[src/rtl/hazard_unit.sv]
// Five-stage pipeline controller: load-use, cache-miss, redirect and halt drain.
// Define HAZARD_PERF_EN to add stall/flush/load-use event counters.
package cpu_types_pkg;
  typedef logic [4:0] regbits_t;
  typedef enum logic [1:0] {
    PIPE_ENABLE = 2'b00,
    PIPE_STALL  = 2'b01,
    PIPE_NOP    = 2'b10
  } pipe_state_t;
endpackage

module hazard_unit
  import cpu_types_pkg::*;
(
  input  logic      CLK,
  input  logic      nRST,
  hazard_unit_if.hu hif
);

  typedef enum logic [1:0] {
    S_RUN    = 2'b00,
    S_DRAIN  = 2'b01,
    S_HALTED = 2'b10
  } hu_state_e;

  typedef enum logic [2:0] {
    R_MEMSTALL = 3'd0,
    R_REDIRECT = 3'd1,
    R_LOADUSE  = 3'd2,
    R_IMISS    = 3'd3,
    R_CLEAR    = 3'd4
  } rule_e;

  hu_state_e   state_q, state_d;
  rule_e       rule;
  regbits_t    e_rt, d_rs, d_rt;
  logic        memstall;
  logic        loaduse;
  pipe_state_t fd_st, de_st, em_st, mw_st;
  logic        pc_en;

  assign e_rt = hif.e_rt;
  assign d_rs = hif.d_rs;
  assign d_rt = hif.d_rt;

  assign memstall = (hif.m_dREN | hif.m_dWEN) & ~hif.dhit;
  // Register zero is hardwired, so a load targeting it never creates a hazard.
  assign loaduse  = hif.e_dREN & (e_rt != '0) &
                    ((e_rt == d_rs) | (hif.d_rt_used & (e_rt == d_rt)));

  always_comb begin
    rule = R_CLEAR;
    if (memstall)            rule = R_MEMSTALL;
    else if (hif.e_redirect) rule = R_REDIRECT;
    else if (loaduse)        rule = R_LOADUSE;
    else if (!hif.ihit)      rule = R_IMISS;
  end

  always_comb begin
    fd_st = PIPE_ENABLE;
    de_st = PIPE_ENABLE;
    em_st = PIPE_ENABLE;
    mw_st = PIPE_ENABLE;
    pc_en = 1'b1;
    if (!nRST) begin
      fd_st = PIPE_NOP;
      de_st = PIPE_NOP;
      em_st = PIPE_NOP;
      mw_st = PIPE_NOP;
      pc_en = 1'b0;
    end else if (state_q == S_HALTED) begin
      fd_st = PIPE_STALL;
      de_st = PIPE_STALL;
      em_st = PIPE_STALL;
      mw_st = PIPE_STALL;
      pc_en = 1'b0;
    end else begin
      case (rule)
        R_MEMSTALL: begin
          fd_st = PIPE_STALL;
          de_st = PIPE_STALL;
          em_st = PIPE_STALL;
          mw_st = PIPE_NOP;
          pc_en = 1'b0;
        end
        R_REDIRECT: begin
          fd_st = PIPE_NOP;
          de_st = PIPE_NOP;
        end
        R_LOADUSE: begin
          fd_st = PIPE_STALL;
          de_st = PIPE_NOP;
          pc_en = 1'b0;
        end
        default: begin
          // Instruction miss, or draining: stop fetching and feed bubbles.
          if (rule == R_IMISS || state_q == S_DRAIN) begin
            fd_st = PIPE_NOP;
            pc_en = 1'b0;
          end
        end
      endcase
    end
  end

  always_comb begin
    state_d = state_q;
    case (state_q)
      S_RUN: begin
        if (hif.w_halt && !memstall)
          state_d = S_HALTED;
        else if (hif.d_halt && rule == R_CLEAR)
          state_d = S_DRAIN;
      end
      S_DRAIN: begin
        if (hif.w_halt && !memstall)
          state_d = S_HALTED;
      end
      default: state_d = S_HALTED;
    endcase
  end

  always_ff @(posedge CLK) begin
    if (!nRST) state_q <= S_RUN;
    else       state_q <= state_d;
  end

  assign hif.fd_state  = fd_st;
  assign hif.de_state  = de_st;
  assign hif.em_state  = em_st;
  assign hif.mw_state  = mw_st;
  assign hif.pc_en     = pc_en;
  assign hif.halt      = nRST & (state_q == S_HALTED);
  assign hif.dbg_state = state_q;

`ifdef HAZARD_PERF_EN
  logic [31:0] stall_cnt_q, stall_cnt_d;
  logic [31:0] flush_cnt_q, flush_cnt_d;
  logic [31:0] lu_cnt_q, lu_cnt_d;

  always_comb begin
    stall_cnt_d = stall_cnt_q;
    flush_cnt_d = flush_cnt_q;
    lu_cnt_d    = lu_cnt_q;
    if (state_q != S_HALTED) begin
      if (state_q == S_RUN && !pc_en) stall_cnt_d = stall_cnt_q + 32'd1;
      if (rule == R_REDIRECT)         flush_cnt_d = flush_cnt_q + 32'd1;
      if (rule == R_LOADUSE)          lu_cnt_d    = lu_cnt_q + 32'd1;
    end
  end

  always_ff @(posedge CLK) begin
    if (!nRST) begin
      stall_cnt_q <= '0;
      flush_cnt_q <= '0;
      lu_cnt_q    <= '0;
    end else begin
      stall_cnt_q <= stall_cnt_d;
      flush_cnt_q <= flush_cnt_d;
      lu_cnt_q    <= lu_cnt_d;
    end
  end

  assign hif.stall_cnt = nRST ? stall_cnt_q : '0;
  assign hif.flush_cnt = nRST ? flush_cnt_q : '0;
  assign hif.lu_cnt    = nRST ? lu_cnt_q    : '0;
`endif

endmodule

[src/rtl/hazard_unit_if.sv]
// Control bundle between the MIPS datapath and its hazard unit.
// Counter signals exist only when HAZARD_PERF_EN is defined.
interface hazard_unit_if;
  // No valid/ready pairs here: ihit and dhit are single-cycle completion
  // strobes from the caches. Everything else is level-valid for the current cycle.
  logic       ihit;
  logic       dhit;
  logic       m_dREN;
  logic       m_dWEN;
  logic       e_dREN;
  logic [4:0] e_rt;
  logic [4:0] d_rs;
  logic [4:0] d_rt;
  logic       d_rt_used;
  logic       e_redirect;
  logic       d_halt;
  logic       w_halt;
  logic [1:0] fd_state;
  logic [1:0] de_state;
  logic [1:0] em_state;
  logic [1:0] mw_state;
  logic       pc_en;
  logic       halt;
  logic [1:0] dbg_state;
`ifdef HAZARD_PERF_EN
  logic [31:0] stall_cnt;
  logic [31:0] flush_cnt;
  logic [31:0] lu_cnt;
`endif

  modport hu (
    input  ihit, dhit, m_dREN, m_dWEN, e_dREN, e_rt, d_rs, d_rt,
           d_rt_used, e_redirect, d_halt, w_halt,
    output fd_state, de_state, em_state, mw_state, pc_en, halt, dbg_state
`ifdef HAZARD_PERF_EN
    , output stall_cnt, flush_cnt, lu_cnt
`endif
  );

  modport dp (
    output ihit, dhit, m_dREN, m_dWEN, e_dREN, e_rt, d_rs, d_rt,
           d_rt_used, e_redirect, d_halt, w_halt,
    input  fd_state, de_state, em_state, mw_state, pc_en, halt, dbg_state
`ifdef HAZARD_PERF_EN
    , input stall_cnt, flush_cnt, lu_cnt
`endif
  );
endinterface

[src/flat_wrapper.sv]
// flat-port wrapper written by rule: the top's interface ports become plain ports
module hazard_unit_flat import cpu_types_pkg::*;
  (CLK, nRST, hif_ihit, hif_dhit, hif_m_dREN, hif_m_dWEN, hif_e_dREN, hif_e_rt, hif_d_rs, hif_d_rt, hif_d_rt_used, hif_e_redirect, hif_d_halt, hif_w_halt, hif_fd_state, hif_de_state, hif_em_state, hif_mw_state, hif_pc_en, hif_halt, hif_dbg_state);
  hazard_unit_if hif_i ();
  input  logic CLK;
  input  logic nRST;
  input wire logic [$bits(hif_i.ihit)-1:0] hif_ihit;
  input wire logic [$bits(hif_i.dhit)-1:0] hif_dhit;
  input wire logic [$bits(hif_i.m_dREN)-1:0] hif_m_dREN;
  input wire logic [$bits(hif_i.m_dWEN)-1:0] hif_m_dWEN;
  input wire logic [$bits(hif_i.e_dREN)-1:0] hif_e_dREN;
  input wire logic [$bits(hif_i.e_rt)-1:0] hif_e_rt;
  input wire logic [$bits(hif_i.d_rs)-1:0] hif_d_rs;
  input wire logic [$bits(hif_i.d_rt)-1:0] hif_d_rt;
  input wire logic [$bits(hif_i.d_rt_used)-1:0] hif_d_rt_used;
  input wire logic [$bits(hif_i.e_redirect)-1:0] hif_e_redirect;
  input wire logic [$bits(hif_i.d_halt)-1:0] hif_d_halt;
  input wire logic [$bits(hif_i.w_halt)-1:0] hif_w_halt;
  output wire logic [$bits(hif_i.fd_state)-1:0] hif_fd_state;
  output wire logic [$bits(hif_i.de_state)-1:0] hif_de_state;
  output wire logic [$bits(hif_i.em_state)-1:0] hif_em_state;
  output wire logic [$bits(hif_i.mw_state)-1:0] hif_mw_state;
  output wire logic [$bits(hif_i.pc_en)-1:0] hif_pc_en;
  output wire logic [$bits(hif_i.halt)-1:0] hif_halt;
  output wire logic [$bits(hif_i.dbg_state)-1:0] hif_dbg_state;
  assign hif_i.ihit = hif_ihit;
  assign hif_i.dhit = hif_dhit;
  assign hif_i.m_dREN = hif_m_dREN;
  assign hif_i.m_dWEN = hif_m_dWEN;
  assign hif_i.e_dREN = hif_e_dREN;
  assign hif_i.e_rt = hif_e_rt;
  assign hif_i.d_rs = hif_d_rs;
  assign hif_i.d_rt = hif_d_rt;
  assign hif_i.d_rt_used = hif_d_rt_used;
  assign hif_i.e_redirect = hif_e_redirect;
  assign hif_i.d_halt = hif_d_halt;
  assign hif_i.w_halt = hif_w_halt;
  assign hif_fd_state = hif_i.fd_state;
  assign hif_de_state = hif_i.de_state;
  assign hif_em_state = hif_i.em_state;
  assign hif_mw_state = hif_i.mw_state;
  assign hif_pc_en = hif_i.pc_en;
  assign hif_halt = hif_i.halt;
  assign hif_dbg_state = hif_i.dbg_state;
  hazard_unit u_core (.CLK(CLK), .nRST(nRST), .hif(hif_i));
endmodule
[config.mk]
export PLATFORM = sky130hd
export DESIGN_NAME = hazard_unit_flat
export DESIGN_NICKNAME = d
export VERILOG_FILES = /design/src/rtl/hazard_unit.sv /design/src/rtl/hazard_unit_if.sv /design/src/flat_wrapper.sv
export SDC_FILE = /design/constraint.sdc
export NUM_CORES = 1
export LEC_CHECK = 0
export ABC_AREA = 1
export BUFFER_PORTS_ARGS = -buffer_cell sky130_fd_sc_hd__buf_4
export CAP_MARGIN = 30
export CORE_AREA = 2 2 39 41
export DETAILED_ROUTE_END_ITERATION = 10
export DIE_AREA = 0 0 41 43
export GPL_TIMING_DRIVEN = 0
export PLACE_DENSITY = 0.67
export SYNTH_ARGS = -nofsm -noshare
export SYNTH_HDL_FRONTEND = slang
export SYNTH_SLANG_ARGS = --single-unit
[constraint.sdc]
create_clock -name CLK -period 2.3 [get_ports CLK]
set_input_delay 0.115 -clock CLK [delete_from_list [all_inputs] [get_ports CLK]]
set_output_delay 0.115 -clock CLK [all_outputs]
set_load 0.02 [all_outputs]
==> implementation parameters, run 1 <==
Parameter                              Value

Worst setup path
  Worst endpoint data arrival time ... 1.31 ns
  Required time of the critical path ... 2.18 ns
  Launching element type of the critical path ... flip-flop
  Nature of the critical path endpoint ... primary output
  Class of the most critical setup path ... reg -> out
  Biggest fanout along the worst timing path ... 5

Floorplanning
  Placeable core region ... 0.00138 mm²
  Height of the chip ... 43 µm
  Cell Rows ... 14
  Top-level I/O count ... 38
  Initial core utilization ... 30.9%
  Width of the chip ... 41 µm
  Total die area ... 0.00176 mm²

Clock tree
  Maximum root-to-sink buffer count ... 2
  Buffers inserted by post-CTS timing repair ... 0
  CTS buffer count ... 3
  Total clock sinks ... 2
  CTS H-tree depth ... 1
  Buffer cell driving the clock tree root ... sky130_fd_sc_hd__clkbuf_4
  Clock tree from TritonCTS ... yes
  Cts repair resizes ... 0
  Skew-Pair Late Insertion Delay ... 0.22 ns
  Clock slew at reported path FFs ... 0.03 ns
  Hold_buf cts ... 0

Global route
  Overall track demand over capacity in global routing ... 16.3%
  Via count of the first global-routing pass ... 523
  Pin count of the biggest net entering global routing ... 7
  Number of antenna violations at the first check in global routing ... 0
  Global-route wire length before repair ... 1.96 mm
  Grt total ovfl ... 0

Route
  DR iter-0 viols ... 11
  Number of detailed-route iterations in the first pass ... 4
  Number of nets with antenna violations after routing ... 0
  Post-Route WL ... 1.18 mm
  Routed wire length per instance ... 8.03 µm
  DRC violations left ... 0
  Ratio of routed vias to standard cells ... 4.32
  Via count ... 635

Placed design
  Weighted congestion reported at the end of routability-driven placement ... 0.798
  Port Buffers ... 37
  Sum of net half-perimeters after detailed placement ... 1.06 mm

Finish
  Synthesis-to-finish area growth ... 74.9%
  Layout cells sized above 1 ... 39.7%
  Number of flip-flops under the largest register name ... 2
  Number of inserted diodes ... 0
  Post-layout util ... 54.1%
  Net total in the final layout ... 159
  Filler Cells Inserted ... 155

Synth
  Mapped cell area ... 428 µm²
  Unique cell type count in the Yosys netlist ... 18
  #FFs+latches synth ... 2
  Synthesis warning total ... 0
  Yosys top cell area share ... 28.9%
  Net count after synthesis ... 117
  Post-synthesis cell type with the largest combined area ... sky130_fd_sc_hd__nand2_1
  Synthesized area per cell ... 4.70 µm²
  Top area cells in the synthesized netlist ... sky130_fd_sc_hd__nand2_1 (29%), sky130_fd_sc_hd__inv_1 (13%), sky130_fd_sc_hd__nor2_1 (13%)
  Sequential-to-total area share from yosys stat ... 9.36%
  Synth Instances ... 91

Pwr
  Portion of total power attributed to the clock network ... 30.4%
  Combinational share of power ... 54.5%
  Sequential cell fraction of total power ... 15.1%
  Switching Share ... 35.8%
  Power density normalized to cell area ... 337 mW/mm²
  Net Sw Power ... 0.0901 mW
  Lkg Pwr ... 0.465 nW
  Max rail drop VDD ... 0.127 mV
  Pint ... 0.162 mW

Timing
  Max-Slew Margin vs Limit ... 83.6%
  Final total negative setup slack ... 0 ns
  Fin crit period ... 1.42 ns
  Final-report max-slew violation count ... 0
  Unrepaired setup endpoints after global routing ... no
  Final setup viols ... 0
  Worst-margin pin slew ... 0.244 ns
  Final number of hold-violating endpoints ... 0
  Period utilization ... 61.8%
  Worst setup skew after layout ... 0.000172 ns
  Maximum achievable frequency ... 0.704 GHz

Worst hold path
  Path category of the worst min-delay check ... in -> reg

Run
  MaxCap Viol Count ... 0

Status
  Status ... complete, no violations
stage by stage:
| stage | hold WS [ns] | setup WS (ns) | power [mW] | cells | instance area, µm² |
|---|---|---|---|---|---|
| 6_report | 0.182 | 0.879 | 0.252 | 147 | 748 |
| 4_1_cts | 0.176 | 0.859 | 0.256 | 147 | 748 |
| 3_5_place_dp | 0.406 | 1.08 | 0.177 | 144 | 726 |
| 5_1_grt | 0.197 | 0.688 | 0.278 | 147 | 748 |
| 3_3_place_gp | 0.407 | 1.10 | 0.175 | 144 | 726 |
| 2_1_floorplan | 0.256 | 0.830 | 0.109 | 91 | 428 |
cells in the final DEF, fill, tap and decap left out:
cell type                  count
sky130_fd_sc_hd__a21oi_2       1
sky130_fd_sc_hd__nor3_1        1
sky130_fd_sc_hd__o21ai_0       2
sky130_fd_sc_hd__nor2_1       15
sky130_fd_sc_hd__dfxtp_1       2
sky130_fd_sc_hd__nand3_1       4
sky130_fd_sc_hd__buf_4        39
sky130_fd_sc_hd__nand2_1      33
sky130_fd_sc_hd__clkinv_1      1
sky130_fd_sc_hd__nand3_2       1
sky130_fd_sc_hd__nor2_2        1
sky130_fd_sc_hd__nand3b_1      1
sky130_fd_sc_hd__a21oi_1       2
sky130_fd_sc_hd__nand2_2       3
sky130_fd_sc_hd__inv_1        15
sky130_fd_sc_hd__xnor2_1       1
sky130_fd_sc_hd__nand4_1       2
sky130_fd_sc_hd__inv_2         4
sky130_fd_sc_hd__clkbuf_4      3
synthesized netlist by cell type:
| library cell | instances |
|---|---|
| sky130_fd_sc_hd__nor3_1 | 1 |
| sky130_fd_sc_hd__a21oi_1 | 2 |
| sky130_fd_sc_hd__nor2_1 | 15 |
| sky130_fd_sc_hd__inv_2 | 4 |
| sky130_fd_sc_hd__clkinv_1 | 1 |
| sky130_fd_sc_hd__inv_1 | 15 |
| sky130_fd_sc_hd__dfxtp_1 | 2 |
| sky130_fd_sc_hd__nand2_2 | 3 |
| sky130_fd_sc_hd__buf_4 | 2 |
| sky130_fd_sc_hd__nand4_1 | 2 |
| sky130_fd_sc_hd__nor2_2 | 1 |
| sky130_fd_sc_hd__a21oi_2 | 1 |
| sky130_fd_sc_hd__nand2_1 | 33 |
| sky130_fd_sc_hd__nand3_1 | 4 |
| sky130_fd_sc_hd__o21ai_0 | 2 |
| sky130_fd_sc_hd__nand3_2 | 1 |
| sky130_fd_sc_hd__xnor2_1 | 1 |
| sky130_fd_sc_hd__nand3b_1 | 1 |
layer usage:
metal	global-route usage, %	wire, µm	vias up
met2	23.1	571	16
li1	-	-	349
met1	20.6	512	266
met4	12.0	31	0
met3	3.14	66	4
met5	0	0	-
critical path: stages, from the launching register on:
cell and delay [ns]:
sky130_fd_sc_hd__dfxtp_1 0.30, sky130_fd_sc_hd__inv_1 0.11, sky130_fd_sc_hd__nor2_1 0.07, sky130_fd_sc_hd__nor2_1 0.21, sky130_fd_sc_hd__nand2_1 0.08, sky130_fd_sc_hd__inv_1 0.07, sky130_fd_sc_hd__nand2_1 0.05, sky130_fd_sc_hd__nand2_1 0.05
sky130_fd_sc_hd__buf_4 0.13
logic make-up (layout without fill, tap and decap cells):
kind of cell,count (synthesis),after routing,synth area share (%)
AND/OR/NAND/NOR,61,61,60.8
XOR/XNOR,1,1,2.05
flip-flops,2,2,9.36
buffers and inverters,22,62,21.0
AO/OA/AOI/OAI,5,5,6.73
power groups by stage:
stage / registers (mW) / clock network (mW) / logic (mW)
floorplan: 0.0403 / 0 / 0.0684
global placement: 0.0382 / 0 / 0.137
detailed placement: 0.0384 / 0 / 0.138
CTS: 0.0380 / 0.0798 / 0.139
global route: 0.0380 / 0.0849 / 0.155
finish: 0.0379 / 0.0767 / 0.137
final timing paths:
kind	from	end	slack, ns	cells after the start
worst max-delay path	u_core.hif.dbg_state[1]	hif_fd_state[1]	0.88	8
worst min-delay path	hif_w_halt	u_core.hif.dbg_state[1]	0.18	3
worst max register to register	u_core.hif.dbg_state[1]	u_core.hif.dbg_state[0]	1.60	3
worst min register to register	u_core.hif.dbg_state[0]	u_core.hif.dbg_state[0]	0.51	2
cell type report:
type                    instances  area [µm²]  share of cell area, %
multi-input cells              67         298                   39.8
flip-flops and latches          2        40.0                   5.35
plain buffers                   2        15.0                   2.01
clock buffers                   3        22.5                   3.01
well taps                      16        20.0                   2.68
inverters                      20        75.1                   10.0
repair buffers                 37         278                   37.1
Power figures use the tool's default switching activity.
==> run 2, diff against run 1 <==
- clock period: 2.3 -> 1.5 ns (I/O delays scaled with it)
==> run 2 against run 1 <==
- sequential power grew 54%
- largest cell class unchanged
- non-clock buffer count did not move
- routed wire length hardly changed
==> implementation parameters, run 2 (synthesis gave the netlist of run 1 again) <==
Parameter                              Value

Status
  Status ... complete, no violations

Worst hold path
  Origin of the worst min-delay path ... hif_w_halt
  Number of instances on the worst hold path ... 3 (unchanged)
  Path category of the worst min-delay check ... in -> reg

Worst setup path
  Worst path cell trace ... inv_1, nor2_1, nor2_2, nand2_1, inv_1, nand2_1, nand2_1, buf_4
  CP max stage delay ... 0.30 ns (about the same)
  Crit Reg-Reg Endpoint ... u_core.hif.dbg_state[0]
  Worst Reg-to-Reg Cells ... 3 (unchanged)
  Launch point of the worst path ... u_core.hif.dbg_state[1]
  Nature of the critical path endpoint ... primary output
  Launch point of the worst reg-to-reg path ... u_core.hif.dbg_state[1]
  CP bufs+invs ... 3 (unchanged)
  Launching element type of the critical path ... flip-flop
  Most frequent cell on the critical path ... sky130_fd_sc_hd__nand2_1
  Class of the most critical setup path ... reg -> out
  Required time of the critical path ... 1.42 ns (-0.76 ns)
  Family with the most delay on the worst path ... simple AND/OR/NAND/NOR gates
  Library cell contributing the largest single delay on the critical path ... sky130_fd_sc_hd__dfxtp_1
  Worst endpoint data arrival time ... 1.25 ns (-0.06 ns)
  Biggest fanout along the worst timing path ... 5 (unchanged)
  R2r setup slk ... 0.80 ns (-0.80 ns)
  Logic depth of the worst setup path including buffers ... 8 (unchanged)
  Capture point of the critical path ... hif_fd_state[1]

Timing
  Final-report max-slew violation count ... 0 (unchanged)
  Fin crit period ... 1.33 ns
  Final critical-path setup slack ... 0.173 ns (-0.707 ns)
  Final total negative setup slack ... 0 ns (unchanged)
  Max-Slew Margin vs Limit ... 83.6% (unchanged)
  Period utilization ... 88.5%
  Maximum achievable frequency ... 0.753 GHz
  Final setup viols ... 0 (unchanged)
  Min Hold Slack ... 0.142 ns (-0.0400 ns)
  Unrepaired setup endpoints after global routing ... no
  Worst setup skew after layout ... 0.000172 ns (unchanged)
  Final number of hold-violating endpoints ... 0 (unchanged)
  Worst-margin pin slew ... 0.244 ns (+0.000000119 ns)

Route
  Routed wire length per instance ... 8.03 µm (about the same)
  Number of detailed-route iterations in the first pass ... 4 (unchanged)
  Ratio of routed vias to standard cells ... 4.32 (unchanged)
  Via count ... 635 (unchanged)
  DR iter-0 viols ... 9 (-2)
  Post-Route WL ... 1.18 mm (about the same)
  Number of nets with antenna violations after routing ... 0 (unchanged)
  DRC violations left ... 0 (unchanged)

Global route
  Grt total ovfl ... 0 (unchanged)
  Pin count of the biggest net entering global routing ... 7 (unchanged)
  Overall track demand over capacity in global routing ... 16.3% (unchanged)
  Number of antenna violations at the first check in global routing ... 0 (unchanged)
  Global-route wire length before repair ... 1.96 mm (unchanged)
  Via count of the first global-routing pass ... 523 (unchanged)

Placed design
  Port Buffers ... 37 (unchanged)
  Worst slack at placement ... 0.342 ns (-0.735 ns)
  Sum of net half-perimeters after detailed placement ... 1.06 mm (unchanged)
  Placed instance count ... 144 (unchanged)
  Weighted congestion reported at the end of routability-driven placement ... 0.798 (unchanged)
  Placed cell areas ... 726 µm² (unchanged)

Clock tree
  CTS buffer count ... 3 (unchanged)
  Buffer cell driving the clock tree root ... sky130_fd_sc_hd__clkbuf_4
  Skew-Pair Late Insertion Delay ... 0.22 ns (about the same)
  Hold_buf cts ... 0 (unchanged)
  Buffers inserted by post-CTS timing repair ... 0 (unchanged)
  Maximum root-to-sink buffer count ... 2 (unchanged)
  Clock slew at reported path FFs ... 0.03 ns (about the same)
  CTS H-tree depth ... 1 (unchanged)
  Total clock sinks ... 2 (unchanged)
  Clock tree from TritonCTS ... yes

Pwr
  Max rail drop VDD ... 0.195 mV (+53%)
  Overall power ... 0.387 mW (+54%)
  Power density normalized to cell area ... 516 mW/mm² (+53%)
  Lkg Pwr ... 0.465 nW (about the same)

Finish
  Post-layout util ... 54.2% (+0.18 points)
  Non-filler cells, final ... 147 (unchanged)
  Number of inserted diodes ... 0 (unchanged)
  Layout cells sized above 1 ... 40.5% (+0.76 points)
  Number of flip-flops under the largest register name ... 2 (unchanged)
  Net total in the final layout ... 159 (unchanged)
  Synthesis-to-finish area growth ... 75.4%
  Post-route design area ... 751 µm² (+0.33%)
  Highest-count cells in the layout ignoring fill and taps ... sky130_fd_sc_hd__buf_4 (39), sky130_fd_sc_hd__nand2_1 (33), sky130_fd_sc_hd__inv_1 (15)
  Filler Cells Inserted ... 155 (unchanged)
  Most frequent standard cell in the layout excluding fill and tap cells ... sky130_fd_sc_hd__buf_4

Floorplanning
  Placeable core region ... 0.00138 mm² (unchanged)
  Cell Rows ... 14 (unchanged)
  Top-level I/O count ... 38 (unchanged)
  Total die area ... 0.00176 mm² (unchanged)
  Initial core utilization ... 30.9% (unchanged)
  Height of the chip ... 43 µm (unchanged)
  Width of the chip ... 41 µm (unchanged)

Run
  MaxCap Viol Count ... 0 (unchanged)
## run 2: cell counts in the layout (fill, tap and decap cells not counted)
No cell type changed its count.
## run 2: worst reg2reg max path, cell delays in order (launching register included)
cell and delay [ns]:
sky130_fd_sc_hd__dfxtp_1 0.30, sky130_fd_sc_hd__inv_1 0.11, sky130_fd_sc_hd__nand3_1 0.09, sky130_fd_sc_hd__a21oi_1 0.12
## run 2: worst min path at each step
stage                                    to
global route        u_core.hif.dbg_state[0]
floorplan           u_core.hif.dbg_state[0]
finish              u_core.hif.dbg_state[1]
CTS                 u_core.hif.dbg_state[1]
global placement    u_core.hif.dbg_state[1]
detailed placement  u_core.hif.dbg_state[1]
## run 2: layout make-up
class / count / area, µm² / area share [%]
multi-input combinational: 67 / 300 / 40.0
timing repair buffer: 37 / 278 / 37.0
inverter: 20 / 75.1 / 10.0
sequential: 2 / 40.0 / 5.33
clock buffer: 3 / 22.5 / 3.00
tap: 16 / 20.0 / 2.67
buffer: 2 / 15.0 / 2.00
## run 2: where the power goes
group	switching (mW)	internal [mW]
sequential	0.00180	0.0564
combinational	0.108	0.104
clock	0.0295	0.0881
total	0.139	0.249
## run 2: what timing repair did
action	4_1_cts	5_1_grt
resized for setup	0	1
hold endpoints to repair	0	0
endpoints found under the setup margin	0	4
## run 2: layer usage
layer / vias up / global-route usage (%) / wire length, µm
met1: 266 / 20.6 / 513
met2: 16 / 23.1 / 570
li1: 349 / - / -
met4: 0 / 12.0 / 31
met3: 4 / 3.14 / 66
met5: - / 0 / 0
==> run 3, diff against run 2 <==
- RECOVER_POWER: unset -> 50
==> run 3 against run 2 <==
- power down 1.5%
- clock-buffer cell count is the same
- non-clock buffer count unchanged
- largest power group unchanged
==> implementation parameters, run 3 (synthesis gave the netlist of run 1 again) <==
Parameter                              Value

Pwr
  Combinational share of power ... 54.0% (-0.6 points)
  Power density normalized to cell area ... 520 mW/mm² (+0.85%)
  Pint ... 0.243 mW (-2.1%)
  Switching Share ... 36.2% (+0.36 points)
  Lkg Pwr ... 0.449 nW (-3.4%)
  Net Sw Power ... 0.138 mW (-0.52%)
  Sequential cell fraction of total power ... 15.2% (+0.2 points)
  Max rail drop VDD ... 0.194 mV (-0.23%)
  Portion of total power attributed to the clock network ... 30.8% (+0.5 points)

Timing
  Final total negative setup slack ... 0 ns (unchanged)
  Worst-margin pin slew ... 0.244 ns (+0.000687 ns)
  Final-report max-slew violation count ... 0 (unchanged)
  Fin crit period ... 1.33 ns (-0.00157 ns)
  Final setup viols ... 0 (unchanged)
  Max-Slew Margin vs Limit ... 83.6% (about the same)
  Period utilization ... 88.4% (-0.10 points)
  Worst setup skew after layout ... 0.0000404 ns (-0.000132 ns)
  Unrepaired setup endpoints after global routing ... no
  Final number of hold-violating endpoints ... 0 (unchanged)
  Maximum achievable frequency ... 0.754 GHz (+0.12%)

Worst setup path
  Worst path cell trace ... inv_1, nor2_1, nor2_2, nand2_1, inv_1, nand2_1, nand2_1, buf_4
  Class of the most critical setup path ... reg -> out
  Library cell contributing the largest single delay on the critical path ... sky130_fd_sc_hd__dfxtp_1
  Launching element type of the critical path ... flip-flop
  Worst endpoint data arrival time ... 1.25 ns (about the same)
  Nature of the critical path endpoint ... primary output
  CP bufs+invs ... 3 (unchanged)
  Launch point of the worst reg-to-reg path ... u_core.hif.dbg_state[1]
  CP max stage delay ... 0.30 ns (about the same)
  Most frequent cell on the critical path ... sky130_fd_sc_hd__nand2_1
  Family with the most delay on the worst path ... simple AND/OR/NAND/NOR gates
  Launch point of the worst path ... u_core.hif.dbg_state[1]
  Biggest fanout along the worst timing path ... 5 (unchanged)
  Required time of the critical path ... 1.42 ns (about the same)

Route
  Detailed route wirelength on metal2 ... 566 µm (-0.70%)
  Met3 routed wirelength ... 66 µm (unchanged)
  Routed wire length per instance ... 8.00 µm (-0.42%)
  Via count ... 634 (-0.16%)
  Highest routed metal layer ... met4
  Ratio of routed vias to standard cells ... 4.31 (-0.16%)
  Wire length on met1 ... 512 µm (-0.19%)
  Number of nets with antenna violations after routing ... 0 (unchanged)
  DR iter-0 viols ... 8 (-1)
  Number of detailed-route iterations in the first pass ... 4 (unchanged)
  Post-Route WL ... 1.18 mm (-0.42%)
  DRC violations left ... 0 (unchanged)

Clock tree
  Buffer cell driving the clock tree root ... sky130_fd_sc_hd__clkbuf_4
  Clock tree from TritonCTS ... yes
  Skew-Pair Late Insertion Delay ... 0.22 ns (about the same)
  CTS H-tree depth ... 1 (unchanged)
  Hold_buf cts ... 0 (unchanged)
  Maximum root-to-sink buffer count ... 2 (unchanged)
  CTS buffer count ... 3 (unchanged)
  Total clock sinks ... 2 (unchanged)
  Clock slew at reported path FFs ... 0.03 ns (about the same)

Finish
  Filler Cells Inserted ... 162 (+4.5%)
  Highest-count cells in the layout ignoring fill and taps ... sky130_fd_sc_hd__buf_4 (35), sky130_fd_sc_hd__nand2_1 (34), sky130_fd_sc_hd__inv_1 (15)
  Net total in the final layout ... 159 (unchanged)
  Post-layout util ... 53.0% (-1.3 points)
  Number of inserted diodes ... 0 (unchanged)
  Number of flip-flops under the largest register name ... 2 (unchanged)
  Most frequent standard cell in the layout excluding fill and tap cells ... sky130_fd_sc_hd__buf_4
  Synthesis-to-finish area growth ... 71.3%
  Layout cells sized above 1 ... 36.6% (-3.8 points)

Floorplanning
  Placeable core region ... 0.00138 mm² (unchanged)
  Top-level I/O count ... 38 (unchanged)
  Total die area ... 0.00176 mm² (unchanged)
  Width of the chip ... 41 µm (unchanged)
  Cell Rows ... 14 (unchanged)
  Height of the chip ... 43 µm (unchanged)
  Initial core utilization ... 30.9% (unchanged)

Run
  MaxCap Viol Count ... 0 (unchanged)

Placed design
  Sum of net half-perimeters after detailed placement ... 1.06 mm (unchanged)
  Port Buffers ... 37 (unchanged)
  Weighted congestion reported at the end of routability-driven placement ... 0.798 (unchanged)

Global route
  Grt total ovfl ... 0 (unchanged)
  Via count of the first global-routing pass ... 523 (unchanged)
  Global-route wire length before repair ... 1.96 mm (unchanged)
  Overall track demand over capacity in global routing ... 16.3% (unchanged)
  Pin count of the biggest net entering global routing ... 7 (unchanged)
  Number of antenna violations at the first check in global routing ... 0 (unchanged)

Worst hold path
  Origin of the worst min-delay path ... hif_w_halt
  Path category of the worst min-delay check ... in -> reg

Status
  Status ... complete, no violations
==> run 3: worst min-delay path: cells and delay by family <==
family | cells | cell delay [ns]
buf+inv | 1 | 0.08
compound gates | 1 | 0.11
simple gates | 1 | 0.06
==> run 3: worst paths after layout <==
check                                                to  slack [ns]  depth (start not counted)
worst max register to register  u_core.hif.dbg_state[0]        0.81                          3
worst max-delay path                    hif_fd_state[1]        0.17                          8
worst min-delay path            u_core.hif.dbg_state[1]        0.14                          3
worst min register to register  u_core.hif.dbg_state[0]        0.51                          2
==> run 3: power groups by stage <==
| stage | Clock (mW) | Combinational (mW) | Sequential [mW] |
|---|---|---|---|
| CTS | 0.122 | 0.213 | 0.0582 |
| finish | 0.117 | 0.206 | 0.0580 |
| floorplan | 0 | 0.105 | 0.0618 |
| global placement | 0 | 0.210 | 0.0586 |
| detailed placement | 0 | 0.212 | 0.0588 |
| global route | 0.130 | 0.233 | 0.0582 |
==> run 3: metal layers <==
metal	up-vias	GRT usage (%)
met2	16	23.1
met4	0	12.0
li1	349	-
met5	-	0
met3	4	3.14
met1	265	20.6
==> run 3: layout make-up <==
cell class / count / area [µm²] / share of cell area (%)
Sequential cell: 2 / 40.0 / 5.46
Inverter: 20 / 75.1 / 10.2
Timing Repair Buffer: 37 / 263 / 35.8
Multi-Input combinational cell: 67 / 298 / 40.6
Clock buffer: 3 / 22.5 / 3.07
Tap cell: 16 / 20.0 / 2.73
Buffer: 2 / 15.0 / 2.05
==> run 3: per-stage QoR <==
step | setup WS [ns] | total power, mW | cell area, µm² | instances | hold WS, ns
2_1_floorplan | 0.0697 | 0.167 | 428 | 91 | 0.216
3_3_place_gp | 0.344 | 0.269 | 726 | 144 | 0.367
3_5_place_dp | 0.342 | 0.271 | 726 | 144 | 0.366
4_1_cts | 0.0991 | 0.393 | 748 | 147 | 0.136
5_1_grt | 0.0108 | 0.421 | 733 | 147 | 0.157
6_report | 0.174 | 0.382 | 733 | 147 | 0.139
==> run 3: what timing repair did <==
item | in CTS | in global routing
endpoints found under the hold margin | 0 | 0
setup buffers | 0 | 0
setup endpoints to repair | 0 | 4
gates resized for setup | 0 | 1
